[config.mk]
export PLATFORM = sky130hd
export DESIGN_NAME = icache_dataram_rd_sched_flat
export DESIGN_NICKNAME = d
export VERILOG_FILES = /design/src/rtl/icache_dataram_rd_sched_if.sv /design/src/rtl/icache_dataram_rd_sched.sv /design/src/flat_wrapper.sv
export SDC_FILE = /design/constraint.sdc
export NUM_CORES = 1
export LEC_CHECK = 0
export CORE_MARGIN = 2
export CORE_UTILIZATION = 34
export CTS_BUF_LIST = sky130_fd_sc_hd__clkbuf_4
export DETAILED_ROUTE_END_ITERATION = 6
export PLACE_DENSITY_LB_ADDON = 0.3
export REMOVE_ABC_BUFFERS = 1
export SLEW_MARGIN = 20
export SYNTH_ARGS = -nofsm -noshare
export SYNTH_HDL_FRONTEND = slang
export SYNTH_SLANG_ARGS = --single-unit
export TNS_END_PERCENT = 30
[constraint.sdc]
create_clock -name clk -period 4 [get_ports clk]
set_input_delay 0.8 -clock clk [delete_from_list [all_inputs] [get_ports clk]]
set_output_delay 0.8 -clock clk [all_outputs]
set_load 0.005 [all_outputs]
[src/rtl/icache_dataram_rd_sched_if.sv]
// Request/accept bundle around the icache dataram read scheduler: hit-path and MSHR
// requesters on one side, the dataram read port and grant counters on the other.
interface icache_dataram_rd_sched_if #(
  parameter int ENTRY_NUM      = 4,
  parameter int ENTRY_ID_WIDTH = 2,
  parameter int INDEX_WIDTH    = 6,
  parameter int TXNID_WIDTH    = 8
);
  logic                            hit_rd_vld;
  logic                            hit_rd_rdy;
  logic                            hit_rd_way;
  logic [INDEX_WIDTH-1:0]          hit_rd_index;
  logic [TXNID_WIDTH-1:0]          hit_rd_txnid;

  logic [ENTRY_NUM-1:0]            v_mshr_rd_vld;
  logic [ENTRY_NUM-1:0]            v_mshr_rd_rdy;
  logic [ENTRY_NUM-1:0]            v_mshr_rd_way;
  logic [ENTRY_NUM*INDEX_WIDTH-1:0] v_mshr_rd_index;
  logic [ENTRY_NUM*TXNID_WIDTH-1:0] v_mshr_rd_txnid;

  logic                            dataram_rd_vld;
  logic                            dataram_rd_rdy;
  logic                            dataram_rd_way;
  logic [INDEX_WIDTH-1:0]          dataram_rd_index;
  logic [TXNID_WIDTH-1:0]          dataram_rd_txnid;
  logic                            dataram_rd_src;
  logic [ENTRY_ID_WIDTH-1:0]       dataram_rd_entry_id;

  logic [15:0]                     hit_grant_cnt;
  logic [15:0]                     mshr_grant_cnt;

  modport master (
    output hit_rd_vld, hit_rd_way, hit_rd_index, hit_rd_txnid,
    output v_mshr_rd_vld, v_mshr_rd_way, v_mshr_rd_index, v_mshr_rd_txnid,
    output dataram_rd_rdy,
    input  hit_rd_rdy, v_mshr_rd_rdy,
    input  dataram_rd_vld, dataram_rd_way, dataram_rd_index, dataram_rd_txnid,
    input  dataram_rd_src, dataram_rd_entry_id,
    input  hit_grant_cnt, mshr_grant_cnt
  );

  modport slave (
    input  hit_rd_vld, hit_rd_way, hit_rd_index, hit_rd_txnid,
    input  v_mshr_rd_vld, v_mshr_rd_way, v_mshr_rd_index, v_mshr_rd_txnid,
    input  dataram_rd_rdy,
    output hit_rd_rdy, v_mshr_rd_rdy,
    output dataram_rd_vld, dataram_rd_way, dataram_rd_index, dataram_rd_txnid,
    output dataram_rd_src, dataram_rd_entry_id,
    output hit_grant_cnt, mshr_grant_cnt
  );
endinterface

[src/rtl/icache_dataram_rd_sched.sv]
// Dataram read-port scheduler: hit path first, MSHR entries round-robin, starvation forces MSHR.
// Latency 1 cycle (accept in N, dataram_rd_vld in N+1); one-entry slot, no accept while it is stalled.
// ICACHE_RD_SCHED_PERF_EN adds saturating hit/MSHR grant counters; otherwise they read 0.
module icache_dataram_rd_sched #(
  parameter int ENTRY_NUM      = 4,
  parameter int ENTRY_ID_WIDTH = 2,
  parameter int INDEX_WIDTH    = 6,
  parameter int TXNID_WIDTH    = 8,
  parameter int STARVE_MAX     = 8
) (
  input logic                      clk,
  input logic                      rst,
  icache_dataram_rd_sched_if.slave rd_if
);
  localparam int STARVE_WIDTH = $clog2(STARVE_MAX + 1);

  typedef struct packed {
    logic                      way;
    logic [INDEX_WIDTH-1:0]    index;
    logic [TXNID_WIDTH-1:0]    txnid;
    logic                      src;
    logic [ENTRY_ID_WIDTH-1:0] entry_id;
  } rd_req_t;

  rd_req_t                   slot_dat;
  logic                      slot_vld;
  logic [ENTRY_ID_WIDTH-1:0] rr_ptr;
  logic [STARVE_WIDTH-1:0]   starve_cnt;

  logic [INDEX_WIDTH-1:0]    mshr_index [ENTRY_NUM];
  logic [TXNID_WIDTH-1:0]    mshr_txnid [ENTRY_NUM];

  for (genvar gi = 0; gi < ENTRY_NUM; gi++) begin : g_unpack
    assign mshr_index[gi] = rd_if.v_mshr_rd_index[gi*INDEX_WIDTH +: INDEX_WIDTH];
    assign mshr_txnid[gi] = rd_if.v_mshr_rd_txnid[gi*TXNID_WIDTH +: TXNID_WIDTH];
  end

  // Walk from the entry after rr_ptr, wrapping, and keep the first requester found.
  logic [ENTRY_ID_WIDTH-1:0] rr_win;
  logic [ENTRY_ID_WIDTH-1:0] rr_cand;
  logic                      rr_found;
  always_comb begin
    rr_win   = rr_ptr;
    rr_cand  = rr_ptr;
    rr_found = 1'b0;
    for (int k = 0; k < ENTRY_NUM; k++) begin
      rr_cand = (rr_cand == ENTRY_ID_WIDTH'(ENTRY_NUM - 1)) ? '0 : rr_cand + 1'b1;
      if (!rr_found && rd_if.v_mshr_rd_vld[rr_cand]) begin
        rr_found = 1'b1;
        rr_win   = rr_cand;
      end
    end
  end

  logic load_en, mshr_any, force_mshr, hit_sel, mshr_sel, hit_acc, mshr_acc;
  assign load_en    = !slot_vld || rd_if.dataram_rd_rdy;
  assign mshr_any   = |rd_if.v_mshr_rd_vld;
  assign force_mshr = mshr_any && (starve_cnt == STARVE_WIDTH'(STARVE_MAX));
  assign hit_sel    = rd_if.hit_rd_vld && !force_mshr;
  assign mshr_sel   = !hit_sel && mshr_any;
  assign hit_acc    = hit_sel && load_en;
  assign mshr_acc   = mshr_sel && load_en;

  assign rd_if.hit_rd_rdy    = hit_acc;
  assign rd_if.v_mshr_rd_rdy = mshr_acc ? (ENTRY_NUM'(1) << rr_win) : '0;

  always_ff @(posedge clk) begin
    if (rst) begin
      slot_vld   <= 1'b0;
      slot_dat   <= '0;
      rr_ptr     <= ENTRY_ID_WIDTH'(ENTRY_NUM - 1);
      starve_cnt <= '0;
    end else begin
      if (load_en) slot_vld <= hit_acc || mshr_acc;
      if (hit_acc) begin
        slot_dat <= '{way: rd_if.hit_rd_way, index: rd_if.hit_rd_index,
                      txnid: rd_if.hit_rd_txnid, src: 1'b0,
                      entry_id: {ENTRY_ID_WIDTH{1'b0}}};
      end else if (mshr_acc) begin
        slot_dat <= '{way: rd_if.v_mshr_rd_way[rr_win], index: mshr_index[rr_win],
                      txnid: mshr_txnid[rr_win], src: 1'b1, entry_id: rr_win};
        rr_ptr   <= rr_win;
      end
      // Stall cycles leave the counter untouched: no grant happened either way.
      if (!mshr_any || mshr_acc) starve_cnt <= '0;
      else if (hit_acc && (starve_cnt != STARVE_WIDTH'(STARVE_MAX))) starve_cnt <= starve_cnt + 1'b1;
    end
  end

  assign rd_if.dataram_rd_vld      = slot_vld;
  assign rd_if.dataram_rd_way      = slot_dat.way;
  assign rd_if.dataram_rd_index    = slot_dat.index;
  assign rd_if.dataram_rd_txnid    = slot_dat.txnid;
  assign rd_if.dataram_rd_src      = slot_dat.src;
  assign rd_if.dataram_rd_entry_id = slot_dat.entry_id;

`ifdef ICACHE_RD_SCHED_PERF_EN
  logic [15:0] hit_grant_q;
  logic [15:0] mshr_grant_q;
  always_ff @(posedge clk) begin
    if (rst) begin
      hit_grant_q  <= '0;
      mshr_grant_q <= '0;
    end else begin
      if (hit_acc && (hit_grant_q != 16'hFFFF))   hit_grant_q  <= hit_grant_q + 16'd1;
      if (mshr_acc && (mshr_grant_q != 16'hFFFF)) mshr_grant_q <= mshr_grant_q + 16'd1;
    end
  end
  assign rd_if.hit_grant_cnt  = hit_grant_q;
  assign rd_if.mshr_grant_cnt = mshr_grant_q;
`else
  assign rd_if.hit_grant_cnt  = '0;
  assign rd_if.mshr_grant_cnt = '0;
`endif
endmodule
[src/flat_wrapper.sv]
// flat-port wrapper written by rule: the top's interface ports become plain ports
module icache_dataram_rd_sched_flat 
#(
  parameter int ENTRY_NUM      = 4,
  parameter int ENTRY_ID_WIDTH = 2,
  parameter int INDEX_WIDTH    = 6,
  parameter int TXNID_WIDTH    = 8,
  parameter int STARVE_MAX     = 8
)
  (clk, rst, rd_if_hit_rd_vld, rd_if_hit_rd_way, rd_if_hit_rd_index, rd_if_hit_rd_txnid, rd_if_v_mshr_rd_vld, rd_if_v_mshr_rd_way, rd_if_v_mshr_rd_index, rd_if_v_mshr_rd_txnid, rd_if_dataram_rd_rdy, rd_if_hit_rd_rdy, rd_if_v_mshr_rd_rdy, rd_if_dataram_rd_vld, rd_if_dataram_rd_way, rd_if_dataram_rd_index, rd_if_dataram_rd_txnid, rd_if_dataram_rd_src, rd_if_dataram_rd_entry_id, rd_if_hit_grant_cnt, rd_if_mshr_grant_cnt);
  icache_dataram_rd_sched_if #(.ENTRY_NUM(ENTRY_NUM), .ENTRY_ID_WIDTH(ENTRY_ID_WIDTH), .INDEX_WIDTH(INDEX_WIDTH), .TXNID_WIDTH(TXNID_WIDTH)) rd_if_i ();
  input logic clk;
  input logic rst;
  input wire logic [$bits(rd_if_i.hit_rd_vld)-1:0] rd_if_hit_rd_vld;
  input wire logic [$bits(rd_if_i.hit_rd_way)-1:0] rd_if_hit_rd_way;
  input wire logic [$bits(rd_if_i.hit_rd_index)-1:0] rd_if_hit_rd_index;
  input wire logic [$bits(rd_if_i.hit_rd_txnid)-1:0] rd_if_hit_rd_txnid;
  input wire logic [$bits(rd_if_i.v_mshr_rd_vld)-1:0] rd_if_v_mshr_rd_vld;
  input wire logic [$bits(rd_if_i.v_mshr_rd_way)-1:0] rd_if_v_mshr_rd_way;
  input wire logic [$bits(rd_if_i.v_mshr_rd_index)-1:0] rd_if_v_mshr_rd_index;
  input wire logic [$bits(rd_if_i.v_mshr_rd_txnid)-1:0] rd_if_v_mshr_rd_txnid;
  input wire logic [$bits(rd_if_i.dataram_rd_rdy)-1:0] rd_if_dataram_rd_rdy;
  output wire logic [$bits(rd_if_i.hit_rd_rdy)-1:0] rd_if_hit_rd_rdy;
  output wire logic [$bits(rd_if_i.v_mshr_rd_rdy)-1:0] rd_if_v_mshr_rd_rdy;
  output wire logic [$bits(rd_if_i.dataram_rd_vld)-1:0] rd_if_dataram_rd_vld;
  output wire logic [$bits(rd_if_i.dataram_rd_way)-1:0] rd_if_dataram_rd_way;
  output wire logic [$bits(rd_if_i.dataram_rd_index)-1:0] rd_if_dataram_rd_index;
  output wire logic [$bits(rd_if_i.dataram_rd_txnid)-1:0] rd_if_dataram_rd_txnid;
  output wire logic [$bits(rd_if_i.dataram_rd_src)-1:0] rd_if_dataram_rd_src;
  output wire logic [$bits(rd_if_i.dataram_rd_entry_id)-1:0] rd_if_dataram_rd_entry_id;
  output wire logic [$bits(rd_if_i.hit_grant_cnt)-1:0] rd_if_hit_grant_cnt;
  output wire logic [$bits(rd_if_i.mshr_grant_cnt)-1:0] rd_if_mshr_grant_cnt;
  assign rd_if_i.hit_rd_vld = rd_if_hit_rd_vld;
  assign rd_if_i.hit_rd_way = rd_if_hit_rd_way;
  assign rd_if_i.hit_rd_index = rd_if_hit_rd_index;
  assign rd_if_i.hit_rd_txnid = rd_if_hit_rd_txnid;
  assign rd_if_i.v_mshr_rd_vld = rd_if_v_mshr_rd_vld;
  assign rd_if_i.v_mshr_rd_way = rd_if_v_mshr_rd_way;
  assign rd_if_i.v_mshr_rd_index = rd_if_v_mshr_rd_index;
  assign rd_if_i.v_mshr_rd_txnid = rd_if_v_mshr_rd_txnid;
  assign rd_if_i.dataram_rd_rdy = rd_if_dataram_rd_rdy;
  assign rd_if_hit_rd_rdy = rd_if_i.hit_rd_rdy;
  assign rd_if_v_mshr_rd_rdy = rd_if_i.v_mshr_rd_rdy;
  assign rd_if_dataram_rd_vld = rd_if_i.dataram_rd_vld;
  assign rd_if_dataram_rd_way = rd_if_i.dataram_rd_way;
  assign rd_if_dataram_rd_index = rd_if_i.dataram_rd_index;
  assign rd_if_dataram_rd_txnid = rd_if_i.dataram_rd_txnid;
  assign rd_if_dataram_rd_src = rd_if_i.dataram_rd_src;
  assign rd_if_dataram_rd_entry_id = rd_if_i.dataram_rd_entry_id;
  assign rd_if_hit_grant_cnt = rd_if_i.hit_grant_cnt;
  assign rd_if_mshr_grant_cnt = rd_if_i.mshr_grant_cnt;
  icache_dataram_rd_sched #(.ENTRY_NUM(ENTRY_NUM), .ENTRY_ID_WIDTH(ENTRY_ID_WIDTH), .INDEX_WIDTH(INDEX_WIDTH), .TXNID_WIDTH(TXNID_WIDTH), .STARVE_MAX(STARVE_MAX)) u_core (.clk(clk), .rst(rst), .rd_if(rd_if_i));
endmodule
==> impl_metrics.env, run 1 <==
export IMPL_core_area_sq_um=6277
export IMPL_fin_crit_sh_pct=96.69
export IMPL_synth_area_sq_um=2178
export IMPL_max_vdd_ir_drop_v=0.0001305
export IMPL_grt_pass1_vias=2058
export IMPL_cts_reportedPaths_clkPinSlew_ns=0.13
export IMPL_crit_type="in2out"
export IMPL_ant_nets=0
export IMPL_fp_dieW_microns=84.04
export IMPL_fin_area_sq_um=3242
export IMPL_yosys_mux_area_fraction_pct=14.30
export IMPL_area_growth_pct=48.82
export IMPL_vias=2152
export IMPL_detail_route_wl_per_cell_microns=13.74
export IMPL_cts_buffers_inserted=3
export IMPL_cp_max_fo=7
export IMPL_cap_violations=0
export IMPL_power_uw=974.7
export IMPL_fin_crit_ns=3.868
export IMPL_setup_viol=0
export IMPL_grt_max_degree=27
export IMPL_place_area_sq_um=3194
export IMPL_slew_headroom_pct=36.88
export IMPL_grt_first_pass_wirelength_microns=9873
export IMPL_drt_pass1_iter_count=4
export IMPL_die_h_microns=84.04
export IMPL_ys_top_cells_by_area="dfxtp_1, mux2i_1, buf_4"
export IMPL_synth_top_family_by_area="compound AO/OA/AOI/OAI gates"
export IMPL_cts_tree="yes"
export IMPL_slew_violations=0
export IMPL_synth_seq_cells=25
export IMPL_tightest_slew_ns=0.9468
export IMPL_grt_setup_unrepaired="no"
export IMPL_worstSetupStartpointType="primary input"
export IMPL_arrival_ns=3.07
export IMPL_fill_cells=609
export IMPL_ctsHoldBuffers=0
export IMPL_synth_edf_count=0
export IMPL_insertion_delay_ns=0.32
export IMPL_cellLeakagePower_uw=0.001325
export IMPL_syn_avg_cell_area_sq_um=8.748
export IMPL_synth_xor_area_share_pct=1.608
export IMPL_yosys_most_used_dff="dfxtp_1"
export IMPL_synthDistinctLibCells=47
export IMPL_clock_root_buffer="clkbuf_4"
export IMPL_synth_largest_area_cell="dfxtp_1"
export IMPL_ios=139
export IMPL_grt_ovfl_total=0
export IMPL_critPathCaptureType="primary output"
export IMPL_drive_gt1_share_pct=13.76
export IMPL_nets=443
export IMPL_grt_antenna_before_repair=0
export IMPL_clock_skew_ns=0.008581
export IMPL_gp_congestion=0.8324
export IMPL_yosysWarnings=0
export IMPL_dp_hpwl_microns=4595
export IMPL_powerDensity_nw_per_um2=300.6
export IMPL_remaining_drc_errors=0
export IMPL_dp_cells=427
export IMPL_fp_row_count=29
export IMPL_num_antenna_cells=0
export IMPL_start_util_pct=34.70
export IMPL_synth_simple_area_share_pct=19.30
export IMPL_status="complete, no violations"
export IMPL_synth_top_cell_area_share_pct=22.98
export IMPL_htreeDepth=1
export IMPL_fin_cells=433
export IMPL_synth_fa_ha_area_share_pct=1.723
export IMPL_port_buffers=106
export IMPL_synth_compound_area_share_pct=22.40
export IMPL_max_clock_freq_mhz=258.6
export IMPL_min_path_type="reg2reg"
export IMPL_worst_hold_slack_ns=0.4970
export IMPL_crit_required_ns=3.20
export IMPL_final_hold_viol_count=0
export IMPL_dieArea_sq_um=7063
export IMPL_drt_iter0_drc=83
export IMPL_cts_buffer_depth=2
export IMPL_synthArstFlopShare_pct=0
export IMPL_viasPerCell=4.970
export IMPL_wl_microns=5951
export IMPL_yosysSeqAreaShare_pct=22.98
export IMPL_syn_inst=249
export IMPL_groute_usage_overall_pct=16.92
export IMPL_clock_sinks=25
registers in the layout, indices dropped and copies added, names as in the netlist:
name	count
u_core.rd_if.dataram_rd_txnid	8
u_core.rd_if.dataram_rd_src	1
u_core.rd_if.dataram_rd_way	1
u_core.rd_if.dataram_rd_index	6
u_core.rr_ptr	2
u_core.rd_if.dataram_rd_vld	1
u_core.starve_cnt	4
u_core.rd_if.dataram_rd_entry_id	2
metrics by stage:
stage	setup WS (ns)	setup TNS, ns	util, %
2_1_floorplan	-0.8371	-8.428	-
3_3_place_gp	0.1141	0	50.89
3_5_place_dp	0.08145	0	50.89
4_1_cts	0.06164	0	51.37
5_1_grt	0.0004661	0	51.64
6_report	0.1325	0	51.64
what timing repair did:
action | 4_1_cts | 5_1_grt
buffers inserted | 0 | 2
endpoints found under the setup margin | 0 | 4
gates resized for setup | 0 | 2
synthesized netlist by cell type, types with 2 or more instances:
cell / count
buf_4: 38
mux2i_1: 30
dfxtp_1: 25
a22oi_1: 16
or2_2: 16
nor2_1: 13
nand2_1: 10
o221ai_2: 10
a21oi_1: 8
o221ai_1: 6
buf_6: 5
nand3_1: 5
nand4_1: 5
clkbuf_1: 4
inv_1: 4
nor2b_1: 4
o21ai_0: 4
ha_1: 3
nand2b_1: 3
o21ai_1: 3
xor2_1: 3
a21o_1: 2
a31oi_1: 2
and2_1: 2
buf_2: 2
nand3b_1: 2
nor3_1: 2
o211a_1: 2
or2b_1: 2
cell usage in the layout (no fill, tap or decap), types with 2 or more instances in the layout:
cell type and n:
and2_1 2, nor3_1 2, o211a_1 2, nand3_1 5, or2_2 16, a21oi_1 8, nand4_1 5, a22oi_1 16
nor2_1 13, o21ai_1 3, a21o_1 2, o221ai_2 10, ha_1 3, a31oi_1 2, conb_1 32, buf_4 15
nand2_1 10, inv_1 4, dfxtp_1 25, nor2b_1 4, or2b_1 2, nand3b_1 2, clkbuf_4 4, mux2i_1 30
nand2b_1 3, o21ai_0 3, xor2_1 3, clkdlybuf4s50_1 105, o221ai_1 6
final timing paths:
check	startpoint	slack (ns)	cells past startpoint	to
max	rd_if_v_mshr_rd_vld[0]	0.13	8	rd_if_v_mshr_rd_rdy[3]
min	u_core.rd_if.dataram_rd_src	0.50	1	u_core.rd_if.dataram_rd_src
max reg2reg	u_core.rr_ptr[0]	0.92	8	u_core.rd_if.dataram_rd_txnid[0]
min reg2reg	u_core.rd_if.dataram_rd_src	0.50	1	u_core.rd_if.dataram_rd_src
layout make-up:
type / instances / area [sq um] / share of cell area (%)
clock buffers: 4 / 30.03 / 0.9263
inverters: 4 / 15.01 / 0.4631
multi-input cells: 202 / 1424 / 43.92
flip-flops and latches: 25 / 500.5 / 15.44
well taps: 77 / 96.34 / 2.972
repair buffers: 121 / 1176 / 36.28
where the power goes:
part,internal [uW],switching (uW)
combinational,302,247
sequential,285,19.2
clock,45.7,76.3
total,633,342
per-layer routing:
layer / share of wire [%] / routed length [microns] / vias up / GRT usage (%)
met4: 1.1 / 68 / 0 / 4.545
met5: 0 / 0 / - / 0
met3: 11 / 633 / 6 / 6.627
met1: 41 / 2449 / 978 / 19.93
met2: 47 / 2800 / 105 / 28.50
li1: - / - / 1063 / -
worst max-delay path, stage by stage:
cell,delay [ns]
clkdlybuf4s50_1,0.59
nor2_1,0.12
and3_2,0.22
o21ai_1,0.23
o211ai_1,0.21
a31oi_1,0.24
nor2b_1,0.15
clkdlybuf4s50_1,0.51
cells by family (layout without fill, tap and decap cells):
logic type / after synthesis / after routing
DFF: 25 / 25
AOI/OAI and AO/OA: 58 / 58
buffers and inverters: 53 / 129
and+or+nand+nor: 74 / 74
muxes: 31 / 31
xor gates and xnor gates: 4 / 4
other: 1 / 32
adders and majority gates: 3 / 3
Note: power is estimated with default switching activity, not from simulation.
==> run 2, diff against run 1 <==
==> constraint.sdc (replaced) <==
create_clock -name clk -period 4 [get_ports clk]
set_input_delay 0.8 -clock clk [delete_from_list [all_inputs] [get_ports clk]]
set_output_delay 0.8 -clock clk [all_outputs]
set_load 0.05 [all_outputs]
==> impl_metrics.env, run 2 (synthesis results as in run 1) <==
export IMPL_dp_slack_ns=0.2586
export IMPL_detail_route_wl_per_cell_microns=13.89
export IMPL_core_area_sq_um=6277
export IMPL_insertion_delay_ns=0.31
export IMPL_max_vdd_ir_drop_v=0.0001743
export IMPL_grt_pass1_vias=2077
export IMPL_final_common_cell="clkdlybuf4s50_1"
export IMPL_fp_dieW_microns=84.04
export IMPL_wl_microns=5932
export IMPL_drt_iter0_drc=102
export IMPL_dieArea_sq_um=7063
export IMPL_crit_type="in2out"
export IMPL_htreeDepth=1
export IMPL_area_growth_pct=48.94
export IMPL_grt_setup_unrepaired="no"
export IMPL_fin_cells=427
export IMPL_ctsResizeCount=0
export IMPL_finalWorstSetupSlack_ns=0.2516
export IMPL_powerDensity_nw_per_um2=360.0
export IMPL_worstSetupStartpointType="primary input"
export IMPL_grt_ovfl_total=0
export IMPL_vias=2119
export IMPL_fin_crit_sh_pct=93.71
export IMPL_dp_hpwl_microns=4716
export IMPL_worst_hold_slack_ns=0.4845
export IMPL_grt_max_degree=31
export IMPL_viasPerCell=4.963
export IMPL_cap_violations=0
export IMPL_slew_violations=0
export IMPL_groute_usage_overall_pct=16.87
export IMPL_cp_max_fo=13
export IMPL_place_area_sq_um=3214
export IMPL_grt_first_pass_wirelength_microns=9742
export IMPL_clock_sinks=25
export IMPL_fin_area_sq_um=3244
export IMPL_cts_tree="yes"
export IMPL_gp_congestion=0.8607
export IMPL_ctsHoldBuffers=0
export IMPL_cts_reportedPaths_clkPinSlew_ns=0.13
export IMPL_postCtsSetupBuffers=0
export IMPL_remaining_drc_errors=0
export IMPL_nets=437
export IMPL_arrival_ns=2.95
export IMPL_port_buffers=106
export IMPL_dp_cells=423
export IMPL_cts_buffers_inserted=3
export IMPL_critPathCaptureType="primary output"
export IMPL_status="complete, no violations"
export IMPL_fp_row_count=29
export IMPL_drive_gt1_share_pct=13.71
export IMPL_largest_reg_flops=8
export IMPL_cts_buffer_depth=2
export IMPL_num_antenna_cells=0
export IMPL_clock_skew_ns=0.001520
export IMPL_crit_required_ns=3.20
export IMPL_final_cell_mix="clkdlybuf4s50_1, conb_1, mux2i_1, dfxtp_1"
export IMPL_fin_crit_ns=3.748
export IMPL_clock_root_buffer="clkbuf_4"
export IMPL_grt_antenna_before_repair=0
export IMPL_power_uw=1168
export IMPL_setup_viol=0
export IMPL_slew_headroom_pct=38.77
export IMPL_cellLeakagePower_uw=0.001312
export IMPL_drt_pass1_iter_count=4
export IMPL_final_hold_viol_count=0
export IMPL_ant_nets=0
export IMPL_tightest_slew_ns=0.9184
export IMPL_max_clock_freq_mhz=266.8
export IMPL_ios=139
export IMPL_min_path_type="reg2reg"
export IMPL_start_util_pct=34.70
export IMPL_die_h_microns=84.04
[run 2: report_power, final]
| group | internal, uW | leakage (uW) | switching (uW) |
|---|---|---|---|
| Sequential | 285 | 0.000206 | 20.4 |
| Combinational | 304 | 0.00109 | 438 |
| Clock | 45.7 | 0.0000184 | 74.2 |
| Total | 635 | 0.00131 | 533 |
[run 2: worst max-delay path: stages]
cell	delay, ns
clkdlybuf4s50_1	0.70
or2b_1	0.29
nand4b_1	0.10
a21oi_1	0.07
o211ai_1	0.30
nand4_1	0.25
nor2b_1	0.26
buf_12	0.17
[run 2: final timing paths]
| kind | startpoint | end | slack (ns) | cells past startpoint |
|---|---|---|---|---|
| max | rd_if_v_mshr_rd_vld[3] | rd_if_v_mshr_rd_rdy[0] | 0.25 | 8 |
| max reg2reg | u_core.rr_ptr[1] | u_core.rd_if.dataram_rd_txnid[0] | 1.06 | 7 |
| min reg2reg | u_core.rd_if.dataram_rd_src | u_core.rd_if.dataram_rd_src | 0.48 | 1 |
| min | u_core.rd_if.dataram_rd_src | u_core.rd_if.dataram_rd_src | 0.48 | 1 |
[run 2: cell type report]
type                       count  area, sq um
timing repair buffer         115         1179
inverter                       4        15.01
fill                         636         3033
clock buffer                   4        30.03
tap                           77        96.34
sequential                    25        500.5
multi-input combinational    202         1424
[run 2: per-layer routing]
layer / wire [microns] / up-vias / track usage (%)
met5: 0 / - / 0
met4: 46 / 0 / 3.666
met3: 614 / 4 / 6.726
met2: 2765 / 91 / 28.35
met1: 2505 / 966 / 20.22
li1: - / 1058 / -
[run 2: metrics by stage]
step           setup TNS, ns  util [%]
3_3_place_gp               0     51.21
2_1_floorplan         -10.60         -
3_5_place_dp               0     51.21
4_1_cts                    0     51.68
5_1_grt                    0     51.68
6_report                   0     51.68
==> run 3, diff against run 2 <==
- GPL_TIMING_DRIVEN: not set -> 1
==> results of run 3 <==
No change in the layout: final DEF, timing and power equal those of run 2.
